[src/rtl/ram_loader_pkg.sv]
// Shared types and constants for the data-point RAM row loader.
package ram_loader_pkg;

  localparam int LOADER_LENGTH       = 16;
  localparam int LOADER_MAX_FEATURES = 15;

  // The y word always occupies the topmost slot of a row.
  localparam int Y_SLOT = LOADER_MAX_FEATURES;

  typedef enum logic [2:0] {
    IDLE,
    FILL,
    SETUP,
    WE,
    HOLD
  } state_t;

  // Bit offset of word slot k within a packed row.
  function automatic int slot_lsb(input int k);
    return k * LOADER_LENGTH;
  endfunction

endpackage

[src/rtl/ram_write_seq.sv]
// Three-phase RAM write: address/data settle (SETUP), strobe (WE), hold (HOLD).
// Address and data are captured only when a sequence starts, so they stay
// stable one cycle before, during and one cycle after the write strobe.
module ram_write_seq
  import ram_loader_pkg::*;
#(
  parameter int ADDR_WIDTH = 12,
  parameter int DATA_WIDTH = 256
) (
  input  logic                  clk,
  input  logic                  RST,
  input  logic                  go_i,
  input  logic [ADDR_WIDTH-1:0] addr_i,
  input  logic [DATA_WIDTH-1:0] row_i,
  output logic [ADDR_WIDTH-1:0] ram_addr_o,
  output logic [DATA_WIDTH-1:0] ram_wdata_o,
  output logic                  ram_we_o,
  output logic                  ack_o
);

  state_t                  phase_q, phase_d;
  logic [ADDR_WIDTH-1:0]   addr_q;
  logic [DATA_WIDTH-1:0]   data_q;

  // Phase sequencing: one pass through SETUP, WE, HOLD per go pulse.
  always_comb begin
    phase_d = phase_q;
    case (phase_q)
      IDLE:    if (go_i) phase_d = SETUP;
      SETUP:   phase_d = WE;
      WE:      phase_d = HOLD;
      HOLD:    phase_d = IDLE;
      default: phase_d = IDLE;
    endcase
  end

  // Phase register plus address/data capture on entry to SETUP.
  always_ff @(posedge clk) begin
    if (RST) begin
      phase_q <= IDLE;
      addr_q  <= '0;
      data_q  <= '0;
    end else begin
      phase_q <= phase_d;
      if (phase_q == IDLE && go_i) begin
        addr_q <= addr_i;
        data_q <= row_i;
      end
    end
  end

  assign ram_addr_o  = addr_q;
  assign ram_wdata_o = data_q;
  assign ram_we_o    = (phase_q == WE);
  assign ack_o       = (phase_q == HOLD);

endmodule

[src/rtl/ram_row_loader.sv]
// Packs a word stream (features then y) into RAM rows and writes each row
// through ram_write_seq. Reports busy, a done pulse and a sticky parameter error.
module ram_row_loader
  import ram_loader_pkg::*;
#(
  parameter int ADDR_WIDTH   = 12,
  parameter int MAX_FEATURES = LOADER_MAX_FEATURES,
  parameter int LENGTH       = LOADER_LENGTH,
  parameter int DATA_WIDTH   = LENGTH * (MAX_FEATURES + 1),
  parameter int DEPTH        = 100,
  parameter int FW           = $clog2(MAX_FEATURES + 1)
) (
  input  logic                  clk,
  input  logic                  RST,
  input  logic                  start,
  input  logic [FW-1:0]         num_features,
  input  logic [ADDR_WIDTH-1:0] num_points,
  input  logic                  in_valid,
  output logic                  in_ready,
  input  logic [LENGTH-1:0]     in_data,
  output logic [ADDR_WIDTH-1:0] ram_addr,
  output logic [DATA_WIDTH-1:0] ram_wdata,
  output logic                  ram_we,
  output logic                  ram_oe,
  output logic                  busy,
  output logic                  done,
  output logic                  err,
  output logic [ADDR_WIDTH-1:0] rows_written
);

  localparam logic [FW:0]         MAX_NF  = (FW + 1)'(MAX_FEATURES);
  localparam logic [ADDR_WIDTH-1:0] DEPTH_A = ADDR_WIDTH'(DEPTH);

  state_t                  state_q, state_d;
  logic [FW-1:0]           nf_q, k_q;
  logic [ADDR_WIDTH-1:0]   np_q, row_q, rows_q;
  logic                    err_q, fin_q, done_q;
  logic [DATA_WIDTH-1:0]   row_buf_q, row_next;
  logic                    hs, params_ok, last_row, go, ack;

  assign params_ok = (num_features != '0) && ({1'b0, num_features} <= MAX_NF) &&
                     (num_points != '0) && (num_points <= DEPTH_A);
  assign hs        = in_valid && (state_q == FILL);
  assign last_row  = (row_q == np_q - ADDR_WIDTH'(1));

  // Row buffer with the word of the current handshake merged in, so the
  // completed row (including y) can be handed to the writer on the same edge.
  always_comb begin
    row_next = row_buf_q;
    if (hs) begin
      if (k_q == nf_q) row_next[slot_lsb(Y_SLOT) +: LENGTH] = in_data;
      else             row_next[slot_lsb(int'(k_q)) +: LENGTH] = in_data;
    end
  end

  // Load FSM next state; go fires on the y handshake.
  always_comb begin
    state_d = state_q;
    go      = 1'b0;
    case (state_q)
      IDLE:  if (start && params_ok) state_d = FILL;
      FILL:  if (hs && k_q == nf_q) begin
               state_d = SETUP;
               go      = 1'b1;
             end
      SETUP: state_d = WE;
      WE:    state_d = HOLD;
      HOLD:  if (ack) state_d = last_row ? IDLE : FILL;
      default: state_d = IDLE;
    endcase
  end

  // Control state: FSM, latched parameters, counters, error flag, done pulse.
  always_ff @(posedge clk) begin
    if (RST) begin
      state_q <= IDLE;
      nf_q    <= '0;
      np_q    <= '0;
      k_q     <= '0;
      row_q   <= '0;
      rows_q  <= '0;
      err_q   <= 1'b0;
      fin_q   <= 1'b0;
      done_q  <= 1'b0;
    end else begin
      state_q <= state_d;
      fin_q   <= 1'b0;
      done_q  <= fin_q;
      case (state_q)
        IDLE: if (start) begin
                if (params_ok) begin
                  nf_q   <= num_features;
                  np_q   <= num_points;
                  k_q    <= '0;
                  row_q  <= '0;
                  rows_q <= '0;
                  err_q  <= 1'b0;
                end else begin
                  err_q  <= 1'b1;
                end
              end
        FILL: if (hs) k_q <= k_q + FW'(1);
        HOLD: if (ack) begin
                rows_q <= rows_q + ADDR_WIDTH'(1);
                if (last_row) begin
                  fin_q <= 1'b1;
                end else begin
                  row_q <= row_q + ADDR_WIDTH'(1);
                  k_q   <= '0;
                end
              end
        default: ;
      endcase
    end
  end

  // Row buffer: cleared at the start of each row, filled during FILL.
  always_ff @(posedge clk) begin
    if ((state_q == IDLE && start && params_ok) ||
        (state_q == HOLD && ack && !last_row)) begin
      row_buf_q <= '0;
    end else if (state_q == FILL) begin
      row_buf_q <= row_next;
    end
  end

  ram_write_seq #(
    .ADDR_WIDTH (ADDR_WIDTH),
    .DATA_WIDTH (DATA_WIDTH)
  ) u_write_seq (
    .clk         (clk),
    .RST         (RST),
    .go_i        (go),
    .addr_i      (row_q),
    .row_i       (row_next),
    .ram_addr_o  (ram_addr),
    .ram_wdata_o (ram_wdata),
    .ram_we_o    (ram_we),
    .ack_o       (ack)
  );

  assign in_ready     = (state_q == FILL);
  assign busy         = (state_q != IDLE);
  assign ram_oe       = 1'b0;
  assign done         = done_q;
  assign err          = err_q;
  assign rows_written = rows_q;

endmodule

[config.mk]
export PLATFORM = sky130hd
export DESIGN_NAME = ram_row_loader
export DESIGN_NICKNAME = d
export VERILOG_FILES = /design/src/rtl/ram_loader_pkg.sv /design/src/rtl/ram_write_seq.sv /design/src/rtl/ram_row_loader.sv
export SDC_FILE = /design/constraint.sdc
export NUM_CORES = 1
export LEC_CHECK = 0
export BUFFER_PORTS_ARGS = -buffer_cell sky130_fd_sc_hd__buf_2
export CORE_MARGIN = 10
export CORE_UTILIZATION = 51
export DETAILED_ROUTE_END_ITERATION = 6
export GPL_TIMING_DRIVEN = 0
export PLACE_DENSITY = 0.76
export SYNTH_ARGS = -nofsm -noshare
export SYNTH_HDL_FRONTEND = slang
export SYNTH_SLANG_ARGS = --single-unit
export TNS_END_PERCENT = 10
[constraint.sdc]
create_clock -name clk -period 2.6 [get_ports clk]
set_input_delay 0.26 -clock clk [delete_from_list [all_inputs] [get_ports clk]]
set_output_delay 0.26 -clock clk [all_outputs]
set_load 0.005 [all_outputs]
Yosys cells after proc, flatten, opt, wreduce, memory -nomap -nowiden
Cells that the tools add are included.
Storage, ports and cells
  input bits: 36
  register bits: 577
  output and inout bits: 286
Cells by class
  equality and inequality tests: 17
  reductions and logical operators: 26
  multiplexer cells: 28
  bitwise logic cells: 2
  $add $sub $neg: 5
  magnitude comparators: 1
  shift-type cells: 2
Operator list (count)
  bitwise mux 256 bit: 1
  two-way mux 256 bit: 1
  variable shift 16 x 33 -> 256 bit (first input constant): 1
  indexed part select 16 x 33 -> 256 bit: 1
  two-way mux 240 bit: 1
  two-way mux 12 bit: 5
  one-hot mux 12 bit (2 select lines): 2
  negation 8 -> 33 bit: 1
  adder 12 x 1 -> 12 bit (second input constant): 2
  two-way mux 4 bit: 5
  two-way mux 16 bit: 1
  one-hot mux 3 bit (5 select lines): 1
  == test 12 bit: 1
  == test 3 x 2 -> 1 bit (second input constant): 4
  less-or-equal comparator 12 x 7 -> 1 bit (second input constant): 1
  two-way mux 3 bit: 4
  one-hot mux 4 bit (3 select lines): 1
  nonzero test 12 bit: 1
  subtractor 12 x 1 -> 12 bit (second input constant): 1
  logical AND 1 bit: 10
  != test 2 bit (second input constant): 5
  one-hot mux 3 bit (3 select lines): 1
  == test 3 bit (second input constant): 2
  logical NOT 3 bit: 2
  17 further kinds: 26

Longest topological paths before layout
  word-level depth: 7
  gate-level depth with buffers: 14

Hierarchy
Synthesis repeated with hierarchy kept, for this count alone.
Unflattened totals
  cell total of the unflattened synthesis: 2675
  area total of the unflattened synthesis: 25160.4 um^2
By module, submodules not included
  ram_row_loader: times used 1, cells each 1503, area an instance 13116.3 um^2
  ram_write_seq: times used 1, cells each 1172, area an instance 12044.1 um^2

Worst setup path after synthesis
No wires, ideal clock.
  path type: register to register
  from: register np_q[0]
  to: register row_buf_q[160]
  data required time: 2482 ps
  path buffers: 5
  library setup time: 118 ps
  clock period less this slack: 2834 ps
  path slack: -234 ps
  cell stages (with the launch flop): 15
  arrival: 2716 ps
  path through: dfxtp_1 -> clkbuf_1 -> inv_1 -> ha_1 -> buf_2 -> or4b_1 -> o41a_1 -> o211ai_1 -> o21ai_1 -> and4_1 -> buf_4 -> o21ai_4 -> buf_4 -> buf_6 -> nor2_1
Between the ends
  word-level cells in the longest chain between the ends: 5
RTL lines
  from (decl): RTL line ram_row_loader.sv:36  | logic [ADDR_WIDTH-1:0] np_q, row_q, rows_q;
  from (signal assigned): RTL line ram_row_loader.sv:93  | np_q <= num_points;
  subtractor 12 x 1 -> 12 bit: RTL line ram_row_loader.sv:44  | assign last_row = (row_q == np_q - ADDR_WIDTH'(1));
  == test 12 bit: RTL line ram_row_loader.sv:44
  logical NOT 1 bit: RTL line ram_row_loader.sv:120  | (state_q == HOLD && ack && !last_row)) begin
  logical AND 1 bit: RTL line ram_row_loader.sv:120
  logical OR 1 bit: RTL line ram_row_loader.sv:119  | if ((state_q == IDLE && start && params_ok) ||
  to (signal assigned): RTL line ram_row_loader.sv:123  | row_buf_q <= row_next;
  to (decl): RTL line ram_row_loader.sv:38  | logic [DATA_WIDTH-1:0] row_buf_q, row_next;
No other way between the ends.
A chain may end at the register's enable or synchronous reset.

Final worst setup path
  from: register np_q[6]
  to: register row_buf_q[212]
Same word-level chain as after synthesis.

==> results.json <==
{
  "slowest_delay_ns": 0.56,
  "min_path_cells": 3,
  "setup_ws_ns": -0.266,
  "yosysSeqAreaShare_pct": 53.9,
  "outcome": "finished, violations left",
  "hold_viol": 0,
  "post-route-cell-area_um2": 27200,
  "path_class": "reg -> reg",
  "dp_hpwl_mm": 49.7,
  "finalNetCount": 2687,
  "p_seq_share_pct": 48.8,
  "antenna_found_initial": 2,
  "cts_buffers": 54,
  "slew_violations": 0,
  "firstDrtPassIters": 7,
  "grt-ovfl-total": 0,
  "async_flop_share_pct": 0,
  "grt_pass1_wl_mm": 106,
  "grt_max_degree": 15,
  "grt_usage_pct": 26.9,
  "synth-edff-count": 0,
  "post-route-period-util_pct": 110,
  "cap_violations": 0,
  "drt-wirelength-per-cell_um": 22.2,
  "switching_share_pct": 21.7,
  "cp-start-kind": "flip-flop",
  "hold_class": "in -> reg",
  "start_util_pct": 51.3,
  "remaining_drc_errors": 2,
  "die_x_um": 222,
  "coreArea_um2": 40600,
  "powerDensity_nw_per_um2": 660,
  "synthToLayoutAreaGrowth_pct": 30.1,
  "numPortBuffers": 317,
  "dieArea_um2": 49400,
  "synth_seq_cells": 562,
  "p_clk_share_pct": 47.4,
  "clkSinkCount": 562,
  "die-height_um": 222,
  "cts_tree": "done",
  "clkTransAtPathRegs_ns": 0.06,
  "ys_types": 63,
  "synth_warnings": 0,
  "intPower_mw": 14.0,
  "place.gp.congestion": 0.863,
  "worst_pin_slew_ns": 1.08,
  "p_comb_share_pct": 3.8,
  "p_leak_nw": 11.5,
  "fin_skew_ns": 0.0162,
  "drt-initial-drc-count": 1609,
  "required_ns": 3.09,
  "critPathMaxFanout": 7,
  "synth_area_um2": 20900,
  "rows": 74,
  "cts-root-buf": "clkbuf_16",
  "worstPathArrival_ns": 3.35,
  "holdWs_ns": 0.0559,
  "drt-total-wl_mm": 71.3,
  "grt_pass1_vias": 18100,
  "power.switching_mw": 3.88,
  "antenna_cells": 0,
  "io_pins": 322,
  "fin_crit_ns": 2.87,
  "total_power_mw": 17.9,
  "synth_cells": 2199,
  "ir_drop_mv": 0.507,
  "dpl_cell_area_um2": 23200,
  "rsz0062_at_grt": "true",
  "cp.depth": 11,
  "num_vias": 18300,
  "synthFlopType": "dfxtp_1",
  "cts_buffer_depth": 3,
  "slowest_stage": "dfxtp_1",
  "finalSetupViolCount": 288,
  "r2r_cells": 11,
  "end_kind": "flip-flop",
  "violations": "DRC, setup timing",
  "syn-num-nets": 2241,
  "critPathTopFamily": "buffers and inverters",
  "avgSynthCellArea_um2": 9.49,
  "drive_above_1_share_pct": 27.3,
  "clkLatencyLatePin_ns": 0.60,
  "slew_headroom_pct": 28.0,
  "worst-path-buf-inv": 4,
  "cts_max_level": 2,
  "fmaxAchievable_mhz": 349,
  "routed_via_density": 5.67,
  "ant_nets": 0,
  "crit_chain": "xnor3_1 -> and3_1 -> o21ai_0 -> a22oi_2 -> and4_4 -> o21ai_4 -> buf_6 -> buf_6 -> clkbuf_16 -> clkbuf_16 -> nor2_1"
}
[placed cells by master (no fill, tap or decap), drive strengths merged, types with 14 or more instances in the layout]
cell and n:
buf 454, nand3 16, and2 23, clkbuf 176
a21oi 82, dfxtp 562, nor3 14, xnor2 14
nand2 105, a211oi 242, mux2i 201, a31oi 16
o21ai 14, xor2 23, and3 39, inv 14
nor2 578
[path summary, 6_finish.rpt]
path	slack, ns	endpoint	start
max	-0.27	row_buf_q[212]$_SDFFE_PP0P_	np_q[6]$_SDFFE_PP0P_
min	0.06	u_write_seq.ram_wdata_o[244]$_SDFFE_PP0P_	in_data[4]
max reg2reg	-0.27	row_buf_q[212]$_SDFFE_PP0P_	np_q[6]$_SDFFE_PP0P_
min reg2reg	0.46	u_write_seq.ram_addr_o[10]$_SDFFE_PP0P_	u_write_seq.ram_addr_o[10]$_SDFFE_PP0P_
[final cells by class]
cell class,count,area [µm²]
Timing Repair Buffer,397,2600
Tap cell,532,666
Fill cell,3132,13500
Buffer,167,1260
Multi-Input combinational cell,1450,9380
Clock inverter,20,312
Inverter,13,53.8
Clock buffer,79,1630
Sequential cell,562,11300
[flip-flops by register name (all words and copies together) (netlist names)]
register and flops:
u_write_seq.ram_wdata_o 256, row_buf_q 241, np_q 12, row_q 12, rows_written 12, u_write_seq.ram_addr_o 12
k_q 4, nf_q 4, state_q 3, u_write_seq.phase_q 3, done 1, err 1
fin_q 1
[per-layer routing]
| layer | GRT usage (%) | wire [µm] | vias to the layer above | share of wire (%) |
|---|---|---|---|---|
| met2 | 44.4 | 33900 | 730 | 48 |
| met1 | 32.7 | 28600 | 8915 | 40 |
| li1 | - | - | 8452 | - |
| met5 | 0 | 0 | - | 0 |
| met3 | 6.71 | 5710 | 176 | 8.0 |
| met4 | 11.8 | 3080 | 0 | 4.3 |
[cells by family after synthesis]
family                   share of synthesized area (%)
AO/OA/AOI/OAI                                     12.4
XOR/XNOR                                          1.66
adder cells (fa/ha/maj)                          0.360
buffers and inverters                             4.74
flip-flops                                        53.9
multiplexers                                      9.69
other                                           0.0180
AND/OR/NAND/NOR                                   17.2
[stage by stage]
step           setup WS, ns  setup TNS, ns  util, %  instances
2_1_floorplan       -0.0918         -20.86        -       2199
3_3_place_gp          -1.59        -440.98     57.1       3048
3_5_place_dp          -1.69        -475.33     57.1       3048
4_1_cts              -0.403         -88.67     65.2       3210
5_1_grt              -0.354         -79.98     66.8       3220
6_report             -0.266         -48.87     66.8       3220
[power groups by stage]
stage / Clock [mW] / Combinational (mW) / Sequential [mW]
final: 8.50 / 0.681 / 8.75
after global routing: 8.89 / 0.727 / 8.75
after CTS: 8.53 / 0.654 / 8.75
after detailed placement: 0 / 0.595 / 8.94
after global placement: 0 / 0.579 / 8.94
after floorplan: 0 / 0.291 / 8.93
[Yosys cell counts, drive strengths merged, types with 14 or more instances]
library cell / n / share of area, %
nor2: 578 / 10
dfxtp: 562 / 54
a211oi: 242 / 8.7
mux2i: 201 / 9.6
nand2: 105 / 1.9
clkbuf: 91 / 1.6
buf: 83 / 2.9
a21oi: 82 / 2.0
and3: 39 / 1.2
and2: 23 / 0.69
xor2: 23 / 0.97
a31oi: 16 / 0.48
nand3: 16 / 0.52
nor3: 14 / 0.52
o21ai: 14 / 0.39
xnor2: 14 / 0.59
[worst min-delay path: stages]
cell and delay (ns):
buf_2 0.20, nand2_1 0.09, a21oi_1 0.05
[what timing repair did]
item,CTS,global route
pin swaps,77,28
hold endpoints to repair,12,0
gates resized for setup,191,120
setup buffers,48,4
cloned,7,9
hold buffers,12,0
setup endpoints to repair,546,531
(Power assumes the default switching activity.)
